===== config.mk =====
export PLATFORM = sky130hd
export DESIGN_NAME = elevator_scheduler_flat
export DESIGN_NICKNAME = d
export VERILOG_FILES = /design/src/rtl/elevator_pkg.sv /design/src/rtl/elevator_scheduler_if.sv /design/src/rtl/elev_tick_timer.sv /design/src/rtl/elevator_scheduler.sv /design/src/flat_wrapper.sv
export SDC_FILE = /design/constraint.sdc
export NUM_CORES = 1
export LEC_CHECK = 0
export ABC_AREA = 1
export BUFFER_PORTS_ARGS = -buffer_cell sky130_fd_sc_hd__buf_2
export CAP_MARGIN = 25
export CORE_AREA = 3 3 87 89
export CTS_CLUSTER_SIZE = 14
export DETAILED_ROUTE_END_ITERATION = 6
export DIE_AREA = 0 0 90 92
export PLACE_DENSITY = 0.75
export SETUP_SLACK_MARGIN = 0.15
export SYNTH_ARGS = -nofsm -noshare
export SYNTH_HDL_FRONTEND = slang
export SYNTH_SLANG_ARGS = --single-unit

===== constraint.sdc =====
create_clock -name clk -period 1.78 [get_ports clk]
set_input_delay 0.178 -clock clk [delete_from_list [all_inputs] [get_ports clk]]
set_output_delay 0.178 -clock clk [all_outputs]
set_load 0.005 [all_outputs]

===== src/rtl/elevator_pkg.sv =====
// Shared types and default sizing for the elevator scheduler.
package elevator_pkg;

    localparam int unsigned FLOORS_DEF     = 4;
    localparam int unsigned MOVE_TICKS_DEF = 50_000_000;
    localparam int unsigned DOOR_TICKS_DEF = 100_000_000;

    typedef enum logic [1:0] {
        IDLE      = 2'd0,
        MOVE_UP   = 2'd1,
        MOVE_DOWN = 2'd2,
        DOOR_OPEN = 2'd3
    } elev_state_t;

endpackage


===== src/rtl/elevator_scheduler_if.sv =====
// Call/status bundle between the floor buttons, display/motor logic and the scheduler.
// Optional door_hold input is present when ELEV_DOOR_HOLD_EN is defined.
interface elevator_scheduler_if
    import elevator_pkg::*;
#(
    parameter int unsigned FLOORS = FLOORS_DEF
) ();

    localparam int unsigned FW = (FLOORS > 2) ? $clog2(FLOORS) : 1;

    logic [FLOORS-1:0] req_press;
    logic [FLOORS-1:0] req_pending;
    logic [FW-1:0]     cur_floor;
    logic              dir_up;
    logic              moving;
    logic              door_open;
    logic              arrive;
`ifdef ELEV_DOOR_HOLD_EN
    logic              door_hold;
`endif

    modport master (
`ifdef ELEV_DOOR_HOLD_EN
        output door_hold,
`endif
        output req_press,
        input  req_pending, cur_floor, dir_up, moving, door_open, arrive
    );

    modport slave (
`ifdef ELEV_DOOR_HOLD_EN
        input  door_hold,
`endif
        input  req_press,
        output req_pending, cur_floor, dir_up, moving, door_open, arrive
    );

endinterface


===== src/rtl/elev_tick_timer.sv =====
// Clear/enable cycle counter 0..TICKS-1 with a terminal-count flag.
module elev_tick_timer #(
    parameter int unsigned TICKS = 2
) (
    input  logic clk,
    input  logic rst_n,
    input  logic clr,
    input  logic en,
    output logic tc_c
);

    localparam int unsigned W = (TICKS > 2) ? $clog2(TICKS) : 1;
    localparam logic [W-1:0] LAST = W'(TICKS - 1);

    logic [W-1:0] cnt;

    // Counter: clear wins over enable; wraps to 0 on terminal count.
    always_ff @(posedge clk or negedge rst_n) begin
        if (!rst_n) begin
            cnt <= '0;
        end else if (clr) begin
            cnt <= '0;
        end else if (en) begin
            cnt <= (cnt == LAST) ? '0 : cnt + W'(1);
        end
    end

    assign tc_c = en && !clr && (cnt == LAST);

endmodule


===== src/rtl/elevator_scheduler.sv =====
// LOOK-policy elevator scheduler: latches calls, sequences move and door phases.
// Optional feature: ELEV_DOOR_HOLD_EN adds a door_hold input that freezes the door timer.
module elevator_scheduler
    import elevator_pkg::*;
#(
    parameter int unsigned FLOORS     = FLOORS_DEF,
    parameter int unsigned MOVE_TICKS = MOVE_TICKS_DEF,
    parameter int unsigned DOOR_TICKS = DOOR_TICKS_DEF
) (
    input logic                 clk,
    input logic                 rst_n,
    elevator_scheduler_if.slave bus
);

    localparam int unsigned FW = (FLOORS > 2) ? $clog2(FLOORS) : 1;
    localparam logic [FW-1:0]     TOP = FW'(FLOORS - 1);
    localparam logic [FLOORS-1:0] ONE = FLOORS'(1);

    elev_state_t       state, state_nx;
    logic [FLOORS-1:0] pending, pending_nx;
    logic [FW-1:0]     floor_q, floor_nx;
    logic              dir_q, dir_nx;
    logic              arrive_q, arrive_nx;

    logic              moving_c, door_c;
    logic              move_tc_c, door_tc_c, door_clr_c, hold_c;
    logic [FLOORS-1:0] above_c, below_c, press_c, clear_c;
    logic [FW-1:0]     nf_c;
    logic              beyond_c;

`ifdef ELEV_DOOR_HOLD_EN
    assign hold_c = bus.door_hold;
`else
    assign hold_c = 1'b0;
`endif

    assign moving_c   = (state == MOVE_UP) || (state == MOVE_DOWN);
    assign door_c     = (state == DOOR_OPEN);
    // Same-floor press or hold while open restarts the door countdown.
    assign door_clr_c = !door_c || hold_c || bus.req_press[floor_q];

    elev_tick_timer #(.TICKS(MOVE_TICKS)) u_move_timer (
        .clk  (clk),
        .rst_n(rst_n),
        .clr  (!moving_c),
        .en   (moving_c),
        .tc_c (move_tc_c)
    );

    elev_tick_timer #(.TICKS(DOOR_TICKS)) u_door_timer (
        .clk  (clk),
        .rst_n(rst_n),
        .clr  (door_clr_c),
        .en   (door_c),
        .tc_c (door_tc_c)
    );

    // Pending calls strictly above / below the current floor.
    always_comb begin
        above_c = '0;
        below_c = '0;
        for (int i = 0; i < int'(FLOORS); i++) begin
            above_c[i] = pending[i] && (i > int'(floor_q));
            below_c[i] = pending[i] && (i < int'(floor_q));
        end
    end

    // Next-state, floor stepping and call latch/clear.
    always_comb begin
        state_nx  = state;
        floor_nx  = floor_q;
        dir_nx    = dir_q;
        arrive_nx = 1'b0;
        clear_c   = '0;
        nf_c      = floor_q;
        beyond_c  = 1'b0;
        press_c   = bus.req_press & ~(door_c ? (ONE << floor_q) : '0);

        case (state)
            IDLE: begin
                if (pending[floor_q]) begin
                    state_nx = DOOR_OPEN;
                    clear_c  = ONE << floor_q;
                end else if ((|above_c) && (dir_q || !(|below_c))) begin
                    state_nx = MOVE_UP;
                    dir_nx   = 1'b1;
                end else if (|below_c) begin
                    state_nx = MOVE_DOWN;
                    dir_nx   = 1'b0;
                end
            end
            MOVE_UP, MOVE_DOWN: begin
                if (move_tc_c) begin
                    if (state == MOVE_UP) begin
                        nf_c = (floor_q == TOP) ? floor_q : floor_q + FW'(1);
                    end else begin
                        nf_c = (floor_q == '0) ? floor_q : floor_q - FW'(1);
                    end
                    for (int i = 0; i < int'(FLOORS); i++) begin
                        if (pending[i] && ((state == MOVE_UP) ? (i > int'(nf_c)) : (i < int'(nf_c)))) begin
                            beyond_c = 1'b1;
                        end
                    end
                    floor_nx  = nf_c;
                    arrive_nx = 1'b1;
                    if (pending[nf_c]) begin
                        state_nx = DOOR_OPEN;
                        clear_c  = ONE << nf_c;
                    end else if (!beyond_c) begin
                        state_nx = IDLE;
                    end
                end
            end
            DOOR_OPEN: begin
                clear_c = ONE << floor_q;
                if (door_tc_c) begin
                    state_nx = IDLE;
                end
            end
            default: state_nx = IDLE;
        endcase

        pending_nx = (pending | press_c) & ~clear_c;
    end

    // State and status registers.
    always_ff @(posedge clk or negedge rst_n) begin
        if (!rst_n) begin
            state    <= IDLE;
            pending  <= '0;
            floor_q  <= '0;
            dir_q    <= 1'b1;
            arrive_q <= 1'b0;
        end else begin
            state    <= state_nx;
            pending  <= pending_nx;
            floor_q  <= floor_nx;
            dir_q    <= dir_nx;
            arrive_q <= arrive_nx;
        end
    end

    assign bus.req_pending = pending;
    assign bus.cur_floor   = floor_q;
    assign bus.dir_up      = dir_q;
    assign bus.moving      = moving_c;
    assign bus.door_open   = door_c;
    assign bus.arrive      = arrive_q;

endmodule


===== src/flat_wrapper.sv =====
// flat-port wrapper written by rule: the top's interface ports become plain ports
module elevator_scheduler_flat import elevator_pkg::*;
#(
    parameter int unsigned FLOORS     = FLOORS_DEF,
    parameter int unsigned MOVE_TICKS = MOVE_TICKS_DEF,
    parameter int unsigned DOOR_TICKS = DOOR_TICKS_DEF
)
  (clk, rst_n, bus_req_press, bus_req_pending, bus_cur_floor, bus_dir_up, bus_moving, bus_door_open, bus_arrive);
  elevator_scheduler_if #(.FLOORS(FLOORS)) bus_i ();
  input logic clk;
  input logic rst_n;
  input wire logic [$bits(bus_i.req_press)-1:0] bus_req_press;
  output wire logic [$bits(bus_i.req_pending)-1:0] bus_req_pending;
  output wire logic [$bits(bus_i.cur_floor)-1:0] bus_cur_floor;
  output wire logic [$bits(bus_i.dir_up)-1:0] bus_dir_up;
  output wire logic [$bits(bus_i.moving)-1:0] bus_moving;
  output wire logic [$bits(bus_i.door_open)-1:0] bus_door_open;
  output wire logic [$bits(bus_i.arrive)-1:0] bus_arrive;
  assign bus_i.req_press = bus_req_press;
  assign bus_req_pending = bus_i.req_pending;
  assign bus_cur_floor = bus_i.cur_floor;
  assign bus_dir_up = bus_i.dir_up;
  assign bus_moving = bus_i.moving;
  assign bus_door_open = bus_i.door_open;
  assign bus_arrive = bus_i.arrive;
  elevator_scheduler #(.FLOORS(FLOORS), .MOVE_TICKS(MOVE_TICKS), .DOOR_TICKS(DOOR_TICKS)) u_core (.clk(clk), .rst_n(rst_n), .bus(bus_i));
endmodule

After elaboration in Yosys (flattened, before gate mapping)
Index checks and enable logic that the tools add are counted.

storage, ports and cells
  logic and storage cells = 116
  flip-flop bits (word level) = 63
  bits of input ports = 6
  output and inout port bits = 10

cells by class
  $add $sub $neg = 4
  reductions and logical operators = 30
  $lt $le $gt $ge = 14
  mux-type cells = 43
  shifts and indexed selects = 2
  bitwise gates (word level) = 6
  eq/ne operators = 10

operators by type and width
  operator               count
  $mux 27                3
  $mux 26                2
  $add 27x1->27 const B  1
  $eq 27x27->1 const B   1
  $add 26x1->26 const B  1
  $eq 26x26->1 const B   1
  $mux 2                 12
  $mux 1                 17
  $mux 4                 4
  $logic_and 1x1->1      14
  $pmux 4 s3             1
  $and 4x4->4            2
  $gt 2x2->1 const A     4
  $lt 1x2->1 const A     4
  $not 4->4              2
  $shl 1x2->4 const A    2
  $bmux 1 s2             3
  $eq 2x2->1 const B     3
  $lt 2x3->1 const B     2
  $pmux 2 s3             1
  $reduce_or 3->1        2
  $gt 1x2->1 const A     2
  $logic_not 2->1        2
  $lt 2x2->1 const A     2
  other kinds (16)       21

Longest topological paths before layout
Gate-level depths: netlist of the first run.

  word-level depth = 18
  mapped depth = 13
  mapped depth without buffers = 13

By module
From an unflattened synthesis of the first run, not the netlist that was laid out.

second synthesis, totals
  cells, all modules = 656
  area, all modules = 4576.9 µm²

modules (own cells, without submodules)
  module                                  instances  area an instance (µm²)  cells an instance  seq. area each (µm²)
  elev_tick_timer at u_core.u_door_timer  1          1848.0                  277                675.6
  elev_tick_timer at u_core.u_move_timer  1          1789.2                  231                650.6
  elevator_scheduler                      1          939.7                   148                251.5

Worst setup path after synthesis of the first run
Ideal clock, no wire load.

  path kind = flip-flop to flip-flop
  start point = register u_core.state[0]
  end point = register u_core.state[0]
  data required time = 1664 ps
  slack = 169 ps
  cell stages (with the launch flop) = 10
  buffers on the path = 1
  period minus slack after synthesis = 1611 ps
  setup time = 116 ps
  arrival = 1495 ps
  cell sequence = dfrtp_1 -> inv_1 -> ha_1 -> inv_1 -> clkbuf_1 -> nor2_1 -> nand3_1 -> nand3_1 -> nand2_1 -> nand2_1

between the ends
  elaborated cells on any way between the ends = 45
  those cells by class = 6 x order compare; 7 x eq/ne; 18 x mux; 14 x reduce/logical

RTL lines
  item                                      line                       RTL
  start: declaration                        elevator_scheduler.sv:19   elev_state_t state, state_nx;
  start signal: assignment                  elevator_scheduler.sv:135  state <= state_nx;
  $eq 2x1->1 or $eq 2x2->1 (tied branches)  elevator_scheduler.sv:37   assign moving_c = (state == MOVE_UP) || (state == MOVE_DOWN);
  $logic_or 1x1->1 *                        elevator_scheduler.sv:37
  net bus_moving                            flat_wrapper.sv:16         output wire logic [$bits(bus_i.moving)-1:0] bus_moving;
  $logic_and 1x1->1 *                       elev_tick_timer.sv:28      assign tc_c = en && !clr && (cnt == LAST);
  $ne 2x1->1 (no source line) *             n/a
  $reduce_and 4->1 (no source line) *       n/a

Mark *: on every way through the listed nets, which the timed path passes. The rest lies on a longest branch. The select of a mux whose other input is x is not followed.
A chain may end at the register's enable or synchronous reset.

Worst setup path in the final report of the first run
  start point = register u_core.u_door_timer.cnt[15]
  end point = register u_core.u_door_timer.cnt[25]

between the ends
  longest elaborated chain between the ends = 4
  elaborated cells on any way between the ends = 5
  those cells by class = 1 x add/sub; 1 x eq/ne; 3 x mux

RTL lines
  item                                           line                   RTL
  start: declaration                             elev_tick_timer.sv:15  logic [W-1:0] cnt;
  start signal: assignment                       elev_tick_timer.sv:24  cnt <= (cnt == LAST) ? '0 : cnt + W'(1);
  $add 27x1->27 or $eq 27x27->1 (tied branches)  elev_tick_timer.sv:24
  $mux 27 *                                      elev_tick_timer.sv:24
  $mux 27 *                                      elev_tick_timer.sv:23  end else if (en) begin
  $mux 27 *                                      elev_tick_timer.sv:21  end else if (clr) begin

Mark *: on every way between the ends. The rest lies on a longest branch, timed or not. The select of a mux whose other input is x is not followed.

==> flow_summary_export.csv, run 1 <==
group,metric,value,unit
status,result_of_the_run,"finished, final reports clean",
yosys,synth_area,4111,sq um
power_and_ir_drop,power.density,510.2,nW/um^2
timing,totalNegativeSetupSlack,0,ns
clock_network,cts_htree_levels,3,
finish,postLayoutCellArea,5209,sq um
route,dr.pass1.iters,5,
worst_setup_path,cp_num_buf_inv,0,
timing,tightest_slew,0.3498,ns
placement,gp_congestion,0.9245,
worst_setup_path,cpLargestDelayFamily,"simple AND/OR/NAND/NOR gates",
floorplanning,floorplan.initialDensity,0.6018,
power_and_ir_drop,internal_power,1.978,mW
worst_setup_path,cp-start-kind,"flip-flop",
yosys,adder_cell_area_share_of_the_yosys_netlist,0.01826,
grt,first_global_vias,3670,
timing,fin_hold_ws,0.1935,ns
worst_setup_path,worst_ep_arrival_time,1.89,ns
yosys,synth_nets,586,
yosys,synth-seq-area-share,0.3837,
grt,gr-usage-all-layers,0.2518,
timing,unrepaired_setup_endpoints_after_global_routing,"yes",
yosys,postSynth.asyncResetShare,1.000,
yosys,synth_compound_gate_area_share,0.07669,
route,totalWireLength,10.89,mm
clock_network,clk_transition_reported_paths,0.08,ns
finish,multi_input_area,2474,sq um
clock_network,cts-root-buf,"sky130_fd_sc_hd__clkbuf_8",
finish,layout_cells_sized_above_1,0.3130,
finish,flow.area_growth_from_synthesis,26.69,%
finish,regArea,1585,sq um
floorplanning,fp.dieW,90,microns
finish,finalNetCount,662,
yosys,synthCells,574,
clock_network,clock_path_buffers,2,
power_and_ir_drop,p_switching,0.6801,mW
yosys,yosysUniqueCellTypes,42,
worst_setup_path,end_kind,"flip-flop",
floorplanning,core-area,6832,sq um
clock_network,numCtsBuffers,9,
worst_setup_path,timing.critical_path.fanout_max,4,
yosys,synthSimpleGateAreaFrac,0.3953,
finish,layout.cells.most_common,"sky130_fd_sc_hd__nand2_1",
finish,num-fill-cells,513,
finish,num_antenna_cells,0,
worst_setup_path,worst_ep_required_time,2.00,ns
grt,first_pass_grt_wire_length,16.99,mm
power_and_ir_drop,irDropWorstVdd,0.3358,mV
timing,slew_headroom,0.7646,
worst_setup_path,timing.critical_path.slowest_cell_delay,0.41,ns
placement,dp_hpwl,7.220,mm
worst_setup_path,rrSetupSlack,0.11,ns
route,wire_per_inst,14.51,microns
timing,drv_slew,0,
route,viasPerCell,5.441,
route,route.vias.total,4086,
worst_setup_path,slowest_cell_on_the_critical_path,"sky130_fd_sc_hd__dfrtp_1",
yosys,synth_enable_flop_cells,0,
floorplanning,floorplan.die_area,8280,sq um
timing,final_hold_fails,0,
timing,finalSetupViolations,0,
route,antenna_left,0,
grt,grt_antenna_before_repair,0,
grt,grt.overflow.total,0,
floorplanning,pin_count,16,
finish,most-common-layout-cells,"116 x sky130_fd_sc_hd__nand2_1, 77 x sky130_fd_sc_hd__nor2_1, 67 x sky130_fd_sc_hd__inv_1",
power_and_ir_drop,swShare,0.2559,
power_and_ir_drop,clockPowerShare,0.418,
timing,post-route-min-period,1.669,ns
yosys,ys_ff_latch,63,
clock_network,cts_num_sinks,63,
worst_hold_path,hp-class,"primary input to flip-flop",
timing,period_share,0.9374,
route,drt_initial_violations,294,
clock_network,clock_tree_from_tritoncts,"yes",
placement,dpl-instance-area,4384,sq um
yosys,synthMuxAreaShare,0.002435,
yosys,syn_area_per_cell,7.163,sq um
job,cap_violations,0,
grt,pin_count_of_the_biggest_net_entering_global_routing,64,
floorplanning,placement_rows,30,
timing,achievable-frequency,599.3,MHz
floorplanning,fp.dieH,92,microns
placement,port_buffer_cells,15,
route,detail_route.drc_violations,0,
power_and_ir_drop,power.sequential.fraction,0.542,
yosys,dominantRegCellSynth,"sky130_fd_sc_hd__dfrtp_1",
worst_setup_path,worstSetupPathType,"flip-flop to flip-flop",
power_and_ir_drop,p_leak,2.342,nW
power_and_ir_drop,comb_power_share,0.040,
worst_setup_path,timing.critical_path.cells,"nand2_1 > nor2_2 > nand3_1 > or2_2 > o21ai_0 > a21oi_2",
finish,fin_util,0.7625,
yosys,yosys.area_share.xor_xnor,0.03408,
yosys,warnings_synthesis,0,
timing,finalClockSkew,0.01049,ns
yosys,dominant_combinational_cell_family_by_area_after_synthesis,"simple AND/OR/NAND/NOR gates",
clock_network,worstSkewPairLatency,0.35,ns
[area by class of cell]
type / count / share of cell area
well taps: 96 / 0.02306
inverters: 82 / 0.06029
repair buffers: 71 / 0.1055
flip-flops and latches: 63 / 0.3043
clock inverters: 5 / 0.006726
clock buffers: 11 / 0.02522
multi-input cells: 423 / 0.4749
[stage by stage]
stage | std cells | setup slack, ns | total power [mW]
2_1_floorplan | 574 | 0.1687 | 1.501
3_3_place_gp | 694 | 0.01863 | 1.555
3_5_place_dp | 694 | -0.003372 | 1.557
4_1_cts | 717 | 0.1544 | 2.650
5_1_grt | 751 | 0.01706 | 2.737
6_report | 751 | 0.1113 | 2.658
[sequential cells by signal, indices dropped and copies added, names as in the netlist]
| name | cells |
|---|---|
| u_core.bus.arrive | 1 |
| u_core.bus.cur_floor | 2 |
| u_core.bus.dir_up | 1 |
| u_core.bus.req_pending | 4 |
| u_core.state | 2 |
| u_core.u_door_timer.cnt | 27 |
| u_core.u_move_timer.cnt | 26 |
[final timing paths]
path / to / depth (start not counted) / startpoint
min in group asynchronous: u_core.u_move_timer.cnt[0]$_DFF_PN0_ / 3 / rst_n
worst max-delay path: u_core.u_door_timer.cnt[25]$_DFFE_PN0P_ / 6 / u_core.u_door_timer.cnt[15]$_DFFE_PN0P_
max in group asynchronous: u_core.bus.dir_up$_DFFE_PN1P_ / 3 / rst_n
worst min register to register: u_core.bus.dir_up$_DFFE_PN1P_ / 2 / u_core.bus.dir_up$_DFFE_PN1P_
worst min-delay path: u_core.bus.req_pending[2]$_DFF_PN0_ / 5 / bus_req_press[2]
worst max register to register: u_core.u_door_timer.cnt[25]$_DFFE_PN0P_ / 6 / u_core.u_door_timer.cnt[15]$_DFFE_PN0P_
[tightest hold or removal path, stage by stage]
cell and delay (ns):
sky130_fd_sc_hd__buf_2 0.11, sky130_fd_sc_hd__o21ai_0 0.07, sky130_fd_sc_hd__nand2_1 0.05, sky130_fd_sc_hd__o31ai_1 0.06
sky130_fd_sc_hd__a21oi_1 0.04
[kinds of logic (layout without fill, tap and decap cells)]
group,after synthesis,in the layout
adder cells (fa/ha/maj),6,6
buffers and inverters,88,169
AO/OA/AOI/OAI,51,51
AND/OR/NAND/NOR,349,349
XOR/XNOR,16,16
flip-flops,63,63
multiplexers,1,1
[layer usage]
layer / part of all wire / vias to the layer above / GRT usage
met5: 0 / - / 0
met4: 0.025 / 0 / 0.09694
met3: 0.049 / 26 / 0.03035
met2: 0.49 / 125 / 0.4119
met1: 0.43 / 1939 / 0.3432
li1: - / 1996 / -
[power by group through the flow]
stage / sequential [mW] / clock (mW) / combinational (mW)
CTS: 1.44 / 1.11 / 0.0968
global route: 1.44 / 1.18 / 0.118
detailed placement: 1.47 / 0 / 0.0894
global placement: 1.47 / 0 / 0.0880
finish: 1.44 / 1.11 / 0.106
floorplan: 1.47 / 0 / 0.0329
[cell usage after synthesis, types with 2 or more instances]
cell type,n,area [sq um]
sky130_fd_sc_hd__a21oi_1,18,90.09
sky130_fd_sc_hd__a21oi_2,5,43.79
sky130_fd_sc_hd__buf_6,5,56.30
sky130_fd_sc_hd__dfrtp_1,62,1551
sky130_fd_sc_hd__ha_1,6,75.07
sky130_fd_sc_hd__inv_1,73,274.0
sky130_fd_sc_hd__inv_2,8,30.03
sky130_fd_sc_hd__nand2_1,132,495.5
sky130_fd_sc_hd__nand2_2,11,68.82
sky130_fd_sc_hd__nand2_4,2,22.52
sky130_fd_sc_hd__nand3_1,39,195.2
sky130_fd_sc_hd__nand3_2,3,30.03
sky130_fd_sc_hd__nand4_1,15,93.84
sky130_fd_sc_hd__nor2_1,92,345.3
sky130_fd_sc_hd__nor2_2,9,56.30
sky130_fd_sc_hd__nor2_4,4,45.04
sky130_fd_sc_hd__nor3_1,25,125.1
sky130_fd_sc_hd__nor3_2,4,40.04
sky130_fd_sc_hd__nor4_1,4,25.02
sky130_fd_sc_hd__o21ai_0,14,70.07
sky130_fd_sc_hd__o21ai_2,5,43.79
sky130_fd_sc_hd__o21bai_1,3,22.52
sky130_fd_sc_hd__o31ai_1,2,15.01
sky130_fd_sc_hd__xor2_1,15,131.4
[repair_timing]
action / in CTS / in global routing
hold buffers: 1 / 0
pin swaps: 3 / 38
buffers inserted: 6 / 34
gates resized for setup: 14 / 90
endpoints found under the setup margin: 25 / 36
hold endpoints to repair: 62 / 0
Note: power is estimated with default switching activity, not from simulation.
==> run 2, diff against run 1 <==
--- a/config.mk
+++ b/config.mk
@@ -8,12 +8,14 @@
 export ABC_AREA = 1
 export BUFFER_PORTS_ARGS = -buffer_cell sky130_fd_sc_hd__buf_2
 export CAP_MARGIN = 25
-export CORE_AREA = 3 3 87 89
+export CORE_AREA = 3 3 92 94
+export CTS_BUF_LIST = sky130_fd_sc_hd__clkbuf_16
 export CTS_CLUSTER_SIZE = 14
 export DETAILED_ROUTE_END_ITERATION = 6
-export DIE_AREA = 0 0 90 92
-export PLACE_DENSITY = 0.75
+export DIE_AREA = 0 0 95 97
+export PLACE_DENSITY = 0.74
 export SETUP_SLACK_MARGIN = 0.15
 export SYNTH_ARGS = -nofsm -noshare
 export SYNTH_HDL_FRONTEND = slang
+export SYNTH_HIERARCHICAL = 1
 export SYNTH_SLANG_ARGS = --single-unit
==> run 2 against run 1 <==
Compared with the run above:
- register-to-register slack got worse by 0.099 ns
- count of clock-buffer cells in the layout fell by 2
- largest power group is now combinational logic
- critical path type unchanged
- routed wire length rose by 15%
- fmax fell by 5.6%
==> flow_summary_export.csv, run 2 <==
group,metric,value,unit
placement,dpl-instance-area,5117,sq um
yosys,synth_nets,667,
worst_setup_path,capture_point_of_the_worst_reg_to_reg_path,"u_core/bus.req_pending[2]$_DFF_PN0_",
route,drt_initial_violations,275,
yosys,synth_enable_flop_cells,0,
placement,dp_hpwl,8.034,mm
worst_setup_path,worst_ep_arrival_time,1.96,ns
grt,gr-usage-all-layers,0.2712,
grt,first_global_vias,4438,
worst_setup_path,end_kind,"flip-flop",
finish,largest_reg_flops,27,
clock_network,cts_num_sinks,63,
worst_setup_path,rrSetupSlack,0.01,ns
worst_setup_path,worst-r2r-cell-count,11,
route,detail_route.drc_violations,0,
power_and_ir_drop,p_leak,2.778,nW
yosys,ys_top_cells_by_count,"221 x sky130_fd_sc_hd__nand2_1, 70 x sky130_fd_sc_hd__inv_1, 66 x sky130_fd_sc_hd__nor2_1",
yosys,ys_ff_latch,63,
floorplanning,placement_rows,32,
placement,port_buffer_cells,15,
floorplanning,floorplan.initialDensity,0.5923,
grt,pin_count_of_the_biggest_net_entering_global_routing,64,
yosys,synth-seq-area-share,0.3447,
timing,unrepaired_setup_endpoints_after_global_routing,"yes",
worst_setup_path,cp-start-kind,"flip-flop",
route,viasPerCell,5.509,
yosys,yosysTopAreaCellShare,0.3390,
grt,first_pass_grt_wire_length,20.20,mm
worst_setup_path,timing.critical_path.fanout_max,4,
timing,fin_hold_ws,0.1953,ns
finish,finalNetCount,750,
finish,most-common-layout-cells,"197 x sky130_fd_sc_hd__nand2_1, 63 x sky130_fd_sc_hd__inv_1, 60 x sky130_fd_sc_hd__nor2_1, 60 x sky130_fd_sc_hd__dfrtp_1, 54 x sky130_fd_sc_hd__buf_4",
yosys,yosysUniqueCellTypes,41,
floorplanning,core-area,7727,sq um
floorplanning,floorplan.die_area,9215,sq um
clock_network,cts_htree_levels,3,
route,wire_per_inst,14.88,microns
timing,achievable-frequency,565.8,MHz
job,cap_violations,0,
finish,layout_cells_sized_above_1,0.3392,
clock_network,worstSkewPairLatency,0.32,ns
clock_network,clock_tree_from_tritoncts,"yes",
timing,post-route-min-period,1.767,ns
worst_setup_path,critical_register_to_register_path_startpoint,"u_core/state[0]$_DFFE_PN0P_",
timing,totalNegativeSetupSlack,0,ns
timing,finalClockSkew,0.007669,ns
yosys,dominantRegCellSynth,"sky130_fd_sc_hd__dfrtp_1",
timing,drv_slew,0,
placement,gp_congestion,0.9177,
yosys,synth_area,4577,sq um
timing,final_critical_path_setup_slack,0.01253,ns
clock_network,clock_path_buffers,2,
yosys,synth_top_cell_by_area,"sky130_fd_sc_hd__dfrtp_1",
worst_hold_path,hold-path-cell-count,3,
timing,slew_headroom,0.7602,
floorplanning,fp.dieW,95,microns
worst_hold_path,hold-path-endpoint,"u_core/bus.req_pending[0]$_DFF_PN0_",
yosys,warnings_synthesis,6,
finish,multi_input_area,2979,sq um
route,dr.pass1.iters,4,
finish,largest_register,"u_core/u_door_timer/cnt",
finish,num-fill-cells,524,
worst_setup_path,worst_ep_required_time,1.97,ns
route,route.vias.total,4655,
yosys,syn_area_per_cell,6.977,sq um
power_and_ir_drop,power.density,978.8,nW/um^2
worst_setup_path,worstSetupPathType,"flip-flop to flip-flop",
status,result_of_the_run,"finished, final reports clean",
clock_network,cts-root-buf,"sky130_fd_sc_hd__clkbuf_16",
timing,finalSetupViolations,0,
clock_network,clk_transition_reported_paths,0.05,ns
clock_network,numCtsBuffers,9,
floorplanning,fp.dieH,97,microns
finish,layout.cells.most_common,"sky130_fd_sc_hd__nand2_1",
finish,flow.area_growth_from_synthesis,30.62,%
grt,grt.overflow.total,0,
yosys,synthCells,656,
yosys,count_leader_synth,"sky130_fd_sc_hd__nand2_1",
worst_hold_path,hp-class,"primary input to flip-flop",
yosys,postSynth.asyncResetShare,1.000,
timing,tightest_slew,0.3597,ns
timing,period_share,0.9930,
floorplanning,pin_count,16,
placement,worst_setup_slack_before_clock_tree_synthesis,0.02394,ns
route,antenna_left,0,
grt,grt_antenna_before_repair,0,
worst_hold_path,hold_start,"bus_req_press[0]",
power_and_ir_drop,irDropWorstVdd,0.9441,mV
finish,regArea,1580,sq um
yosys,yosys-top-cells-area,"sky130_fd_sc_hd__dfrtp_1 34%, sky130_fd_sc_hd__nand2_1 18%, sky130_fd_sc_hd__inv_1 5.7%, sky130_fd_sc_hd__nor2_1 5.4%, sky130_fd_sc_hd__nand3_1 4.0%",
route,totalWireLength,12.57,mm
timing,final_hold_fails,0,
finish,postLayoutCellArea,5978,sq um
finish,num_antenna_cells,0,
-- run 2: worst max path at each step --
stage | from | endpoint | slack [ns] | cells after the start
detailed placement | u_core/u_door_timer/cnt[1]$_DFFE_PN0P_ | u_core/state[0]$_DFFE_PN0P_ | 0.02 | 10
finish | u_core/state[0]$_DFFE_PN0P_ | u_core/bus.req_pending[2]$_DFF_PN0_ | 0.01 | 11
global placement | u_core/bus.cur_floor[1]$_DFFE_PN0P_ | u_core/state[1]$_DFFE_PN0P_ | 0.07 | 12
CTS | u_core/bus.cur_floor[1]$_DFFE_PN0P_ | u_core/state[0]$_DFFE_PN0P_ | 0.06 | 12
floorplan | u_core/bus.cur_floor[1]$_DFFE_PN0P_ | u_core/state[0]$_DFFE_PN0P_ | -0.02 | 13
global route | u_core/state[0]$_DFFE_PN0P_ | u_core/bus.req_pending[2]$_DFF_PN0_ | -0.1 | 11
-- run 2: cell type report --
| cell class | count | share of cell area |
|---|---|---|
| clock buffer | 9 | 0.03767 |
| sequential | 63 | 0.2643 |
| clock inverter | 6 | 0.009000 |
| tap | 102 | 0.02135 |
| multi-input combinational | 501 | 0.4983 |
| timing repair buffer | 82 | 0.1157 |
| inverter | 82 | 0.05358 |
-- run 2: stage by stage --
step,power [mW],util,cells
floorplan,3.035,-,656
global placement,3.492,0.6622,804
detailed placement,3.513,0.6622,804
CTS,5.377,0.7178,831
global route,6.176,0.7736,845
finish,5.851,0.7736,845
-- run 2: kinds of logic (layout without fill, tap and decap cells) --
group / Yosys count / count (layout) / share of synthesized area
adders and majority gates: 5 / 5 / 0.01367
xor gates and xnor gates: 16 / 16 / 0.03062
DFF: 63 / 63 / 0.3447
AOI/OAI and AO/OA: 80 / 80 / 0.1085
buffers and inverters: 92 / 179 / 0.08857
and+or+nand+nor: 400 / 400 / 0.4139
-- run 2: layer usage --
layer	up-vias	global-route usage	share of wire	wire length (microns)
li1	2258	-	-	-
met1	2210	0.3629	0.45	5616
met2	155	0.4469	0.49	6144
met3	32	0.03655	0.043	538
met4	0	0.09212	0.022	274
met5	-	0	0	0
-- run 2: what timing repair did --
item / in CTS / in global routing
setup buffers: 10 / 12
setup endpoints to repair: 39 / 56
cloned: 1 / 2
pin swaps: 14 / 28
hold buffers: 1 / 0
gates resized for setup: 17 / 82
endpoints found under the hold margin: 62 / 0
-- run 2: power by group --
group | internal [mW] | total (mW) | switching [mW]
logic | 1.02 | 2.60 | 1.58
registers | 1.51 | 1.58 | 0.0655
clock network | 1.06 | 1.68 | 0.618
-- run 2: worst max-delay path, cell delays in order, from the launching register on --
cell and delay (ns):
sky130_fd_sc_hd__dfrtp_1 0.41, sky130_fd_sc_hd__inv_2 0.07, sky130_fd_sc_hd__ha_4 0.31, sky130_fd_sc_hd__inv_4 0.04, sky130_fd_sc_hd__nor2_4 0.13, sky130_fd_sc_hd__inv_4 0.05, sky130_fd_sc_hd__nor2_4 0.15, sky130_fd_sc_hd__nand2_2 0.10
sky130_fd_sc_hd__inv_2 0.07, sky130_fd_sc_hd__nand4_1 0.08, sky130_fd_sc_hd__a21oi_2 0.16, sky130_fd_sc_hd__nor3_2 0.06
